===== config.mk =====
export PLATFORM = sky130hd
export DESIGN_NAME = clock_gen_multi_flat
export DESIGN_NICKNAME = d
export VERILOG_FILES = /design/src/rtl/clock_gen_multi_if.sv /design/src/rtl/clock_gen_multi.sv /design/src/flat_wrapper.sv
export SDC_FILE = /design/constraint.sdc
export NUM_CORES = 1
export LEC_CHECK = 0
export ABC_AREA = 1
export CAP_MARGIN = 20
export CORE_MARGIN = 2
export CORE_UTILIZATION = 40
export DETAILED_ROUTE_END_ITERATION = 16
export GPL_TIMING_DRIVEN = 0
export PLACE_DENSITY_LB_ADDON = 0.08
export SLEW_MARGIN = 20
export SYNTH_ARGS = -nofsm -noshare
export SYNTH_HDL_FRONTEND = slang
export SYNTH_SLANG_ARGS = --single-unit

===== constraint.sdc =====
create_clock -name clock -period 16 [get_ports clock]
set_clock_uncertainty 0.05 [all_clocks]
set_input_delay 1.6 -clock clock [delete_from_list [all_inputs] [get_ports clock]]
set_output_delay 1.6 -clock clock [all_outputs]
set_load 0.02 [all_outputs]

===== src/rtl/clock_gen_multi_if.sv =====
// rtl/clock_gen_multi_if.sv - configuration request bus for clock_gen_multi
interface clock_gen_multi_if #(
  parameter int NUM_CH = 4,
  parameter int CNT_W  = 8
);
  localparam int CH_W = (NUM_CH > 1) ? $clog2(NUM_CH) : 1;

  logic             cfg_valid;
  logic             cfg_ready;
  logic [CH_W-1:0]  cfg_ch;
  logic [CNT_W-1:0] cfg_half;
  logic [CNT_W:0]   cfg_phase;
  logic             cfg_inv;
  logic             cfg_err;

  modport master (
    output cfg_valid, cfg_ch, cfg_half, cfg_phase, cfg_inv,
    input  cfg_ready, cfg_err
  );

  modport slave (
    input  cfg_valid, cfg_ch, cfg_half, cfg_phase, cfg_inv,
    output cfg_ready, cfg_err
  );
endinterface


===== src/rtl/clock_gen_multi.sv =====
// rtl/clock_gen_multi.sv - multi-channel programmable clock generator with glitch-free reconfiguration
module clock_gen_multi #(
  parameter int NUM_CH = 4,
  parameter int CNT_W  = 8
) (
  input  logic              clock,
  input  logic              reset,
  input  logic              run,
  input  logic              restart,
  clock_gen_multi_if.slave  cfg,
  output logic [NUM_CH-1:0] clk_out,
  output logic [NUM_CH-1:0] tick,
  output logic              locked
);
  localparam int CH_W = (NUM_CH > 1) ? $clog2(NUM_CH) : 1;
  localparam int CW   = CNT_W + 1;

  // Active per-channel settings and counters
  logic [CNT_W-1:0] h_q       [NUM_CH];
  logic [CNT_W-1:0] h_d       [NUM_CH];
  logic [CW-1:0]    phase_q   [NUM_CH];
  logic [CW-1:0]    phase_d   [NUM_CH];
  logic [CW-1:0]    cnt_q     [NUM_CH];
  logic [CW-1:0]    cnt_d     [NUM_CH];
  logic [CW-1:0]    wrap_at   [NUM_CH];
  logic [NUM_CH-1:0] inv_q, inv_d;

  // Pending (staged) settings, applied at wrap or restart
  logic [CNT_W-1:0] p_h_q     [NUM_CH];
  logic [CNT_W-1:0] p_h_d     [NUM_CH];
  logic [CW-1:0]    p_phase_q [NUM_CH];
  logic [CW-1:0]    p_phase_d [NUM_CH];
  logic [NUM_CH-1:0] p_inv_q, p_inv_d;
  logic [NUM_CH-1:0] pend_q, pend_d;
  logic [NUM_CH-1:0] seen_q, seen_d;

  logic [NUM_CH-1:0] clk_q, clk_d;
  logic [NUM_CH-1:0] tick_q, tick_d;
  logic              locked_q, locked_d;
  logic              err_q;

  logic [NUM_CH-1:0] ch_hit;
  logic              in_range;
  logic              pend_sel;
  logic              bad_val;
  logic              accept;
  logic              reject;
  logic              take;

  // Decode the request: target channel, busy state and value legality
  always_comb begin
    ch_hit   = '0;
    pend_sel = 1'b0;
    for (int i = 0; i < NUM_CH; i++) begin
      ch_hit[i] = (cfg.cfg_ch == CH_W'(i));
      if (ch_hit[i]) pend_sel = pend_q[i];
    end
    in_range = |ch_hit;
    bad_val  = (cfg.cfg_half == '0) || (cfg.cfg_phase >= {cfg.cfg_half, 1'b0});
    accept   = cfg.cfg_valid && !(in_range && pend_sel);
    reject   = accept && (!in_range || bad_val);
    take     = accept && !reject;
  end

  assign cfg.cfg_ready = !(in_range && pend_sel);
  assign cfg.cfg_err   = err_q;
  assign clk_out       = clk_q;
  assign tick          = tick_q;
  assign locked        = locked_q;

  // Next state per channel: restart beats wrap beats count; outputs track next counts
  always_comb begin
    for (int i = 0; i < NUM_CH; i++) begin
      h_d[i]       = h_q[i];
      phase_d[i]   = phase_q[i];
      inv_d[i]     = inv_q[i];
      cnt_d[i]     = cnt_q[i];
      p_h_d[i]     = p_h_q[i];
      p_phase_d[i] = p_phase_q[i];
      p_inv_d[i]   = p_inv_q[i];
      pend_d[i]    = pend_q[i];
      seen_d[i]    = seen_q[i];
      wrap_at[i]   = {h_q[i], 1'b0} - CW'(1);

      if (restart) begin
        if (pend_q[i]) begin
          h_d[i]     = p_h_q[i];
          phase_d[i] = p_phase_q[i];
          inv_d[i]   = p_inv_q[i];
          pend_d[i]  = 1'b0;
          cnt_d[i]   = p_phase_q[i];
        end else begin
          cnt_d[i]   = phase_q[i];
        end
      end else if (run) begin
        if (cnt_q[i] == wrap_at[i]) begin
          cnt_d[i]  = '0;
          seen_d[i] = 1'b1;
          if (pend_q[i]) begin
            h_d[i]     = p_h_q[i];
            phase_d[i] = p_phase_q[i];
            inv_d[i]   = p_inv_q[i];
            pend_d[i]  = 1'b0;
          end
        end else begin
          cnt_d[i] = cnt_q[i] + CW'(1);
        end
      end

      // A request can only land on an idle pending slot, so it never races an apply
      if (take && ch_hit[i]) begin
        p_h_d[i]     = cfg.cfg_half;
        p_phase_d[i] = cfg.cfg_phase;
        p_inv_d[i]   = cfg.cfg_inv;
        pend_d[i]    = 1'b1;
      end

      if (restart || take) seen_d[i] = 1'b0;

      clk_d[i]  = (cnt_d[i] >= {1'b0, h_d[i]}) ^ inv_d[i];
      tick_d[i] = run && clk_d[i] && !clk_q[i];
    end
    locked_d = &seen_d;
  end

  // State registers with asynchronous reset to the default divide-by-2 setting
  always_ff @(posedge clock or posedge reset) begin
    if (reset) begin
      for (int i = 0; i < NUM_CH; i++) begin
        h_q[i]       <= CNT_W'(1);
        phase_q[i]   <= '0;
        cnt_q[i]     <= '0;
        p_h_q[i]     <= CNT_W'(1);
        p_phase_q[i] <= '0;
      end
      inv_q    <= '0;
      p_inv_q  <= '0;
      pend_q   <= '0;
      seen_q   <= '0;
      clk_q    <= '0;
      tick_q   <= '0;
      locked_q <= 1'b0;
      err_q    <= 1'b0;
    end else begin
      for (int i = 0; i < NUM_CH; i++) begin
        h_q[i]       <= h_d[i];
        phase_q[i]   <= phase_d[i];
        cnt_q[i]     <= cnt_d[i];
        p_h_q[i]     <= p_h_d[i];
        p_phase_q[i] <= p_phase_d[i];
      end
      inv_q    <= inv_d;
      p_inv_q  <= p_inv_d;
      pend_q   <= pend_d;
      seen_q   <= seen_d;
      clk_q    <= clk_d;
      tick_q   <= tick_d;
      locked_q <= locked_d;
      err_q    <= reject;
    end
  end
endmodule


===== src/flat_wrapper.sv =====
// flat-port wrapper written by rule: the top's interface ports become plain ports
module clock_gen_multi_flat 
#(
  parameter int NUM_CH = 4,
  parameter int CNT_W  = 8
)
  (clock, reset, run, restart, clk_out, tick, locked, cfg_cfg_valid, cfg_cfg_ch, cfg_cfg_half, cfg_cfg_phase, cfg_cfg_inv, cfg_cfg_ready, cfg_cfg_err);
  clock_gen_multi_if #(.NUM_CH(NUM_CH), .CNT_W(CNT_W)) cfg_i ();
  input  logic clock;
  input  logic reset;
  input  logic run;
  input  logic restart;
  output logic [NUM_CH-1:0] clk_out;
  output logic [NUM_CH-1:0] tick;
  output logic locked;
  input wire logic [$bits(cfg_i.cfg_valid)-1:0] cfg_cfg_valid;
  input wire logic [$bits(cfg_i.cfg_ch)-1:0] cfg_cfg_ch;
  input wire logic [$bits(cfg_i.cfg_half)-1:0] cfg_cfg_half;
  input wire logic [$bits(cfg_i.cfg_phase)-1:0] cfg_cfg_phase;
  input wire logic [$bits(cfg_i.cfg_inv)-1:0] cfg_cfg_inv;
  output wire logic [$bits(cfg_i.cfg_ready)-1:0] cfg_cfg_ready;
  output wire logic [$bits(cfg_i.cfg_err)-1:0] cfg_cfg_err;
  assign cfg_i.cfg_valid = cfg_cfg_valid;
  assign cfg_i.cfg_ch = cfg_cfg_ch;
  assign cfg_i.cfg_half = cfg_cfg_half;
  assign cfg_i.cfg_phase = cfg_cfg_phase;
  assign cfg_i.cfg_inv = cfg_cfg_inv;
  assign cfg_cfg_ready = cfg_i.cfg_ready;
  assign cfg_cfg_err = cfg_i.cfg_err;
  clock_gen_multi #(.NUM_CH(NUM_CH), .CNT_W(CNT_W)) u_core (.clock(clock), .reset(reset), .run(run), .restart(restart), .cfg(cfg_i), .clk_out(clk_out), .tick(tick), .locked(locked));
endmodule

==> results.py, run 1 <==
metrics = {
    "layout": {
        "nets": 1414,
        "area_delta_synth_final_pct": 12.8,
        "n_antenna_cell": 0,
        "layout_commonest_cell": "nand2_1",
        "final_cell_mix": "nand2_1 (307), dfrtp_1 (190), inv_1 (166)",
        "fin_cells": 1695,
        "fillers": 2627,
        "drive_above_1_share": 0.113,
    },
    "sta": {
        "finalSetupTns_ns": 0,
        "rsz0062_at_grt": "false",
        "hold_viol": 0,
        "setup_viol": 0,
        "period_minus_slack_ns": 5.02,
        "fin_crit_sh": 0.314,
        "fmax_mhz": 199,
        "worst_pin_slew_ns": 0.836,
        "slew_headroom": 0.443,
        "drv_slew": 0,
    },
    "critical_path": {
        "crit_path_start_kind": "input port",
        "cp.arrival_ns": 5.29,
        "crit_end": "u_core.tick[0]",
        "rr_startpoint": "u_core.h_q[0]",
        "worstSetupStartpoint": "restart",
        "crit_path_max_fanout": 10,
        "reg2regPathDepth": 28,
        "rr_endpoint": "u_core.tick[3]",
        "r2r_slack_ns": 12.14,
        "critPathRequiredTime_ns": 16.27,
        "crit_path_end_kind": "flip-flop",
        "path_class": "in2reg",
    },
    "yosys": {
        "avgSynthCellArea_um2": 8.35,
        "postSynth.asyncResetShare": 1.00,
        "syn_nets": 1361,
        "synth-edff-count": 0,
        "ys_ff_latch": 198,
        "seq_area_frac_synth": 0.462,
        "syn_inst": 1288,
        "synth_warnings": 0,
        "synth_flop_cell": "dfrtp_1",
        "synth.distinct_cells": 45,
        "syn-cell-area_um2": 10800,
    },
    "power_and_ir_drop": {
        "power.share.sequential": 0.397,
        "combPwrFrac": 0.386,
        "p_switching_mw": 0.777,
        "sw_frac_of_total": 0.393,
        "peakVddDrop_uv": 58.9,
        "internal_power_mw": 1.20,
        "power.total_mw": 1.98,
        "leakagePower_nw": 5.84,
        "p_clk_frac": 0.217,
        "power_density_nw_per_um2": 163,
    },
    "drt": {
        "drtAntennaViolNets": 0,
        "drc": 0,
        "dr.pass1.iters": 6,
        "drt-total-wl_um": 28900,
        "wl_per_cell_um": 17.0,
        "drt_iter0_drc": 617,
        "num_vias": 8441,
        "vias_per_cell": 4.98,
    },
    "global_route": {
        "grt_pass1_vias": 8291,
        "grt.total_usage": 0.217,
        "grt_first_pass_wirelength_um": 46900,
        "use_met2": 0.339,
        "antenna_found_initial": 0,
        "gr-usage-met1": 0.318,
        "grt_max_degree": 81,
        "grt-busiest-layer": "met2",
        "grt_use_met3": 0.0282,
        "grt_overflow_total": 0,
    },
    "clocking": {
        "cts_sinks": 198,
        "cts_resized": 0,
        "clkTransAtPathRegs_ns": 0.07,
        "clock_path_buffers": 2,
        "htree_num_levels": 4,
        "numCtsBuffers": 17,
        "cts_setup_buffers": 0,
        "cts_hold_buf": 0,
        "clockRootBuffer": "clkbuf_16",
        "cts_tree": "yes",
        "clkLatencyLatePin_ns": 0.43,
    },
    "floorplan": {
        "dieArea_um2": 28200,
        "start_util": 0.404,
        "design.core.area_um2": 26700,
        "die_h_um": 168,
        "row_count": 60,
        "die_w_um": 168,
        "ios": 36,
    },
    "flow_run": {
        "max_cap_violations": 0,
    },
    "hold_path": {
        "hold_class": "reg2reg",
    },
    "place": {
        "dp.cells": 1663,
        "portBuffers": 32,
        "dp_hpwl_um": 21200,
        "gp_congestion": 0.820,
    },
    "status": {
        "status": "finished clean",
    },
}
cells in the mapped netlist (2+ instances only):
library cell / instances / area share
a21oi_1: 43 / 0.020
buf_2: 20 / 0.0093
buf_4: 6 / 0.0042
buf_6: 5 / 0.0052
clkbuf_1: 10 / 0.0035
clkbuf_2: 2 / 0.00093
dfrtp_1: 190 / 0.44
dfstp_2: 8 / 0.020
ha_1: 48 / 0.056
inv_1: 167 / 0.058
inv_2: 17 / 0.0059
mux2i_1: 28 / 0.026
nand2_1: 307 / 0.11
nand2_2: 13 / 0.0076
nand2_4: 2 / 0.0021
nand3_1: 51 / 0.024
nand3_2: 6 / 0.0056
nand3_4: 2 / 0.0033
nand3b_1: 4 / 0.0028
nand4_1: 17 / 0.0099
nor2_1: 82 / 0.029
nor2_2: 7 / 0.0041
nor3_1: 6 / 0.0028
nor4_1: 2 / 0.0012
o2111ai_1: 2 / 0.0016
o211ai_1: 4 / 0.0028
o21ai_0: 99 / 0.046
o21ai_1: 34 / 0.016
o21ai_2: 21 / 0.017
o22ai_1: 15 / 0.0087
o32ai_1: 11 / 0.0090
or2_2: 5 / 0.0029
xnor2_1: 19 / 0.015
xor2_1: 24 / 0.020
per-stage QoR:
stage / utilization / hold slack, ns / worst slack [ns] / cell area, µm²
global route: 0.455 / 0.461 / 10.70 / 12100
floorplan: - / 0.402 / 8.97 / 10800
CTS: 0.455 / 0.437 / 10.91 / 12100
detailed placement: 0.434 / 0.423 / 10.47 / 11600
finish: 0.455 / 0.432 / 10.98 / 12100
global placement: 0.432 / 0.417 / 5.82 / 11500
power groups by stage:
stage | sequential [mW] | clock (mW) | combinational [mW]
6_report | 0.784 | 0.429 | 0.763
5_1_grt | 0.808 | 0.458 | 0.890
4_1_cts | 0.783 | 0.437 | 0.773
2_1_floorplan | 0.770 | 0 | 0.586
3_3_place_gp | 0.790 | 0 | 0.754
3_5_place_dp | 0.792 | 0 | 0.770
worst min path at each step:
stage / end / depth (start not counted) / startpoint
floorplan: u_core.phase_q[1] / 2 / u_core.phase_q[1]
global placement: u_core.p_h_q[16] / 2 / u_core.p_h_q[16]
detailed placement: u_core.p_phase_q[8] / 2 / u_core.p_phase_q[8]
CTS: u_core.p_h_q[24] / 2 / u_core.p_h_q[24]
global route: u_core.p_h_q[5] / 2 / u_core.p_h_q[5]
finish: u_core.p_h_q[24] / 2 / u_core.p_h_q[24]
cells by family (layout without fill, tap and decap cells):
family | Yosys count | after routing | synth area share
fa+ha+maj | 48 | 48 | 0.0558
flops | 198 | 198 | 0.462
buf+inv | 229 | 295 | 0.0882
xor+xnor | 43 | 43 | 0.0350
mux | 28 | 28 | 0.0261
simple gates | 510 | 510 | 0.209
compound gates | 232 | 232 | 0.124
final cells by class:
type	instances	area [µm²]	share of cell area
flip-flops and latches	198	4960	0.409
repair buffers	34	375	0.0309
multi-input cells	861	4840	0.399
plain buffers	43	249	0.0205
well taps	341	427	0.0352
inverters	186	707	0.0583
clock inverters	12	130	0.0107
clock buffers	20	437	0.0360
metal layers:
| layer | routed length, µm | vias up | share of wire |
|---|---|---|---|
| met1 | 14400 | 4006 | 0.50 |
| met3 | 857 | 26 | 0.030 |
| li1 | - | 4290 | - |
| met4 | 560 | 0 | 0.019 |
| met2 | 13000 | 119 | 0.45 |
| met5 | 0 | - | 0 |
critical path: stages:
cell	delay [ns]
clkbuf_1	0.39
clkinv_1	0.55
clkbuf_1	0.45
clkbuf_1	0.47
o32ai_1	0.38
ha_1	0.34
a21o_1	0.16
nor2_1	0.10
o21ai_0	0.10
nand3_1	0.08
nand2_1	0.06
nand2_1	0.05
nand2_1	0.05
nor2_1	0.12
nand3_1	0.11
inv_1	0.06
nand2_1	0.04
nand2_1	0.10
nor2_1	0.06
flip-flops by register name, summed over array words and instances (netlist names), 4 cells and up:
| name | count |
|---|---|
| u_core.inv_q | 4 |
| u_core.p_inv_q | 4 |
| u_core.p_h_q | 32 |
| u_core.tick | 4 |
| u_core.cnt_q | 36 |
| u_core.pend_q | 4 |
| u_core.p_phase_q | 36 |
| u_core.h_q | 32 |
| u_core.seen_q | 4 |
| u_core.clk_out | 4 |
| u_core.phase_q | 36 |
(Power assumes the default switching activity.)
==> run 2, diff against run 1 <==
==> constraint.sdc (replaced) <==
create_clock -name clock -period 4.8 [get_ports clock]
set_clock_uncertainty 0.05 [all_clocks]
set_input_delay 0.48 -clock clock [delete_from_list [all_inputs] [get_ports clock]]
set_output_delay 0.48 -clock clock [all_outputs]
set_load 0.02 [all_outputs]
==> results.py, run 2 (synthesis gave the netlist of run 1 again) <==
metrics = {
    "layout": {
        "regArea_um2": 4960,
        "multi_input_comb_area_um2": 4840,
        "drive_above_1_share": 0.118,
        "nets": 1419,
        "n_antenna_cell": 0,
        "reg_top3": "u_core.cnt_q (36), u_core.p_phase_q (36), u_core.phase_q (36)",
        "area_delta_synth_final_pct": 13.8,
        "finish.instance_area_um2": 12200,
        "final_cell_mix": "nand2_1 (307), dfrtp_1 (190), inv_1 (166)",
        "layout_commonest_cell": "nand2_1",
        "fillers": 2605,
        "fin_cells": 1700,
    },
    "critical_path": {
        "crit_top_cell": "nand2_1",
        "crit_path_max_fanout": 10,
        "path_class": "reg2reg",
        "path_delay_family": "simple AND/OR/NAND/NOR gates",
        "crit_path_end_kind": "flip-flop",
        "worst-path-buf-inv": 5,
        "max_stage_delay_ns": 0.58,
        "rr_endpoint": "u_core.tick[3]",
        "rr_startpoint": "u_core.h_q[0]",
        "crit_path_start_kind": "flip-flop",
        "critPathRequiredTime_ns": 5.07,
        "crit_slowest_cell": "dfstp_2",
        "reg2regPathDepth": 30,
        "cp.arrival_ns": 4.19,
        "r2r_slack_ns": 0.88,
        "worstSetupStartpoint": "u_core.h_q[0]",
    },
    "drt": {
        "wl_per_cell_um": 17.3,
        "drc": 0,
        "dr.pass1.iters": 5,
        "drt-total-wl_um": 29400,
        "drtAntennaViolNets": 0,
        "drt_iter0_drc": 541,
        "num_vias": 8475,
        "vias_per_cell": 4.99,
    },
    "global_route": {
        "grt_pass1_vias": 8102,
        "grt.total_usage": 0.217,
        "antenna_found_initial": 1,
        "grt_overflow_total": 0,
        "grt_first_pass_wirelength_um": 46500,
        "grt_max_degree": 33,
    },
    "place": {
        "portBuffers": 32,
        "dp.cells": 1668,
        "dpl_cell_area_um2": 11700,
        "gp_congestion": 0.824,
        "dp_hpwl_um": 21700,
    },
    "sta": {
        "hold_viol": 0,
        "worst_pin_slew_ns": 0.860,
        "holdWs_ns": 0.433,
        "fin_crit_sh": 0.817,
        "drv_slew": 0,
        "slew_headroom": 0.427,
        "fmax_mhz": 255,
        "rsz0062_at_grt": "false",
        "period_minus_slack_ns": 3.92,
        "setup_viol": 0,
    },
    "power_and_ir_drop": {
        "power.total_mw": 6.62,
        "internal_power_mw": 4.01,
        "combPwrFrac": 0.387,
        "p_clk_frac": 0.217,
        "power_density_nw_per_um2": 541,
        "power.share.sequential": 0.396,
        "p_switching_mw": 2.60,
        "peakVddDrop_uv": 203,
        "sw_frac_of_total": 0.393,
        "leakagePower_nw": 5.89,
    },
    "floorplan": {
        "dieArea_um2": 28200,
        "start_util": 0.404,
        "design.core.area_um2": 26700,
        "die_w_um": 168,
        "ios": 36,
        "die_h_um": 168,
        "row_count": 60,
    },
    "clocking": {
        "cts_setup_buffers": 0,
        "clockRootBuffer": "clkbuf_16",
        "htree_num_levels": 4,
        "clkLatencyLatePin_ns": 0.43,
        "clock_path_buffers": 2,
        "clkTransAtPathRegs_ns": 0.08,
        "cts_sinks": 198,
        "cts_resized": 0,
        "cts_hold_buf": 0,
        "cts_tree": "yes",
        "numCtsBuffers": 17,
    },
    "hold_path": {
        "hold_class": "reg2reg",
        "hold_end": "u_core.p_h_q[16]",
        "min_from": "u_core.p_h_q[16]",
        "whs_path_depth": 2,
    },
    "status": {
        "status": "finished clean",
    },
    "flow_run": {
        "max_cap_violations": 0,
    },
}
-- run 2: changes by cell type in the layout (fill, tap and decap cells not counted), sizes merged --
cell,delta
inv,-2
clkbuf,+2
clkinv,+1
buf,+5
bufinv,-1
-- run 2: worst max path at each step --
stage	to	slack [ns]	depth (start not counted)
2_1_floorplan	u_core.tick[3]	1.62	28
6_report	u_core.tick[3]	0.88	30
5_1_grt	u_core.tick[0]	0.50	29
3_3_place_gp	u_core.cnt_q[21]	-0.14	2
3_5_place_dp	u_core.tick[0]	0.36	19
4_1_cts	u_core.tick[0]	0.84	19
-- run 2: power groups by stage --
stage               combinational (mW)  sequential, mW  clock (mW)
global placement                  2.51            2.64           0
global route                      2.97            2.69        1.54
detailed placement                2.56            2.64           0
CTS                               2.58            2.62        1.47
finish                            2.56            2.62        1.44
floorplan                         1.95            2.57           0
-- run 2: area by class of cell --
cell class / instances / share of cell area
Clock inverter: 10 / 0.00788
Tap cell: 341 / 0.0349
Multi-Input combinational cell: 861 / 0.396
Clock buffer: 22 / 0.0396
Timing Repair Buffer: 39 / 0.0383
Inverter: 186 / 0.0575
Buffer: 43 / 0.0204
Sequential cell: 198 / 0.406
-- run 2: tightest hold or removal path, cell delays in order, from the launching register on --
cell and delay (ns):
dfstp_2 0.38, nand2_1 0.05, o21ai_1 0.05
-- run 2: through the flow --
step | utilization | TNS (ns) | setup WS (ns)
floorplan | - | 0 | 1.62
CTS | 0.459 | 0 | 0.837
detailed placement | 0.437 | 0 | 0.360
global placement | 0.432 | -24.06 | -0.140
global route | 0.459 | 0 | 0.499
finish | 0.459 | 0 | 0.879
-- run 2: routing by layer --
| metal | vias up | track usage | routed length [µm] |
|---|---|---|---|
| met1 | 4047 | 0.316 | 14700 |
| met3 | 21 | 0.0252 | 748 |
| li1 | 4283 | - | - |
| met5 | - | 0 | 0 |
| met4 | 0 | 0.0556 | 449 |
| met2 | 124 | 0.345 | 13400 |
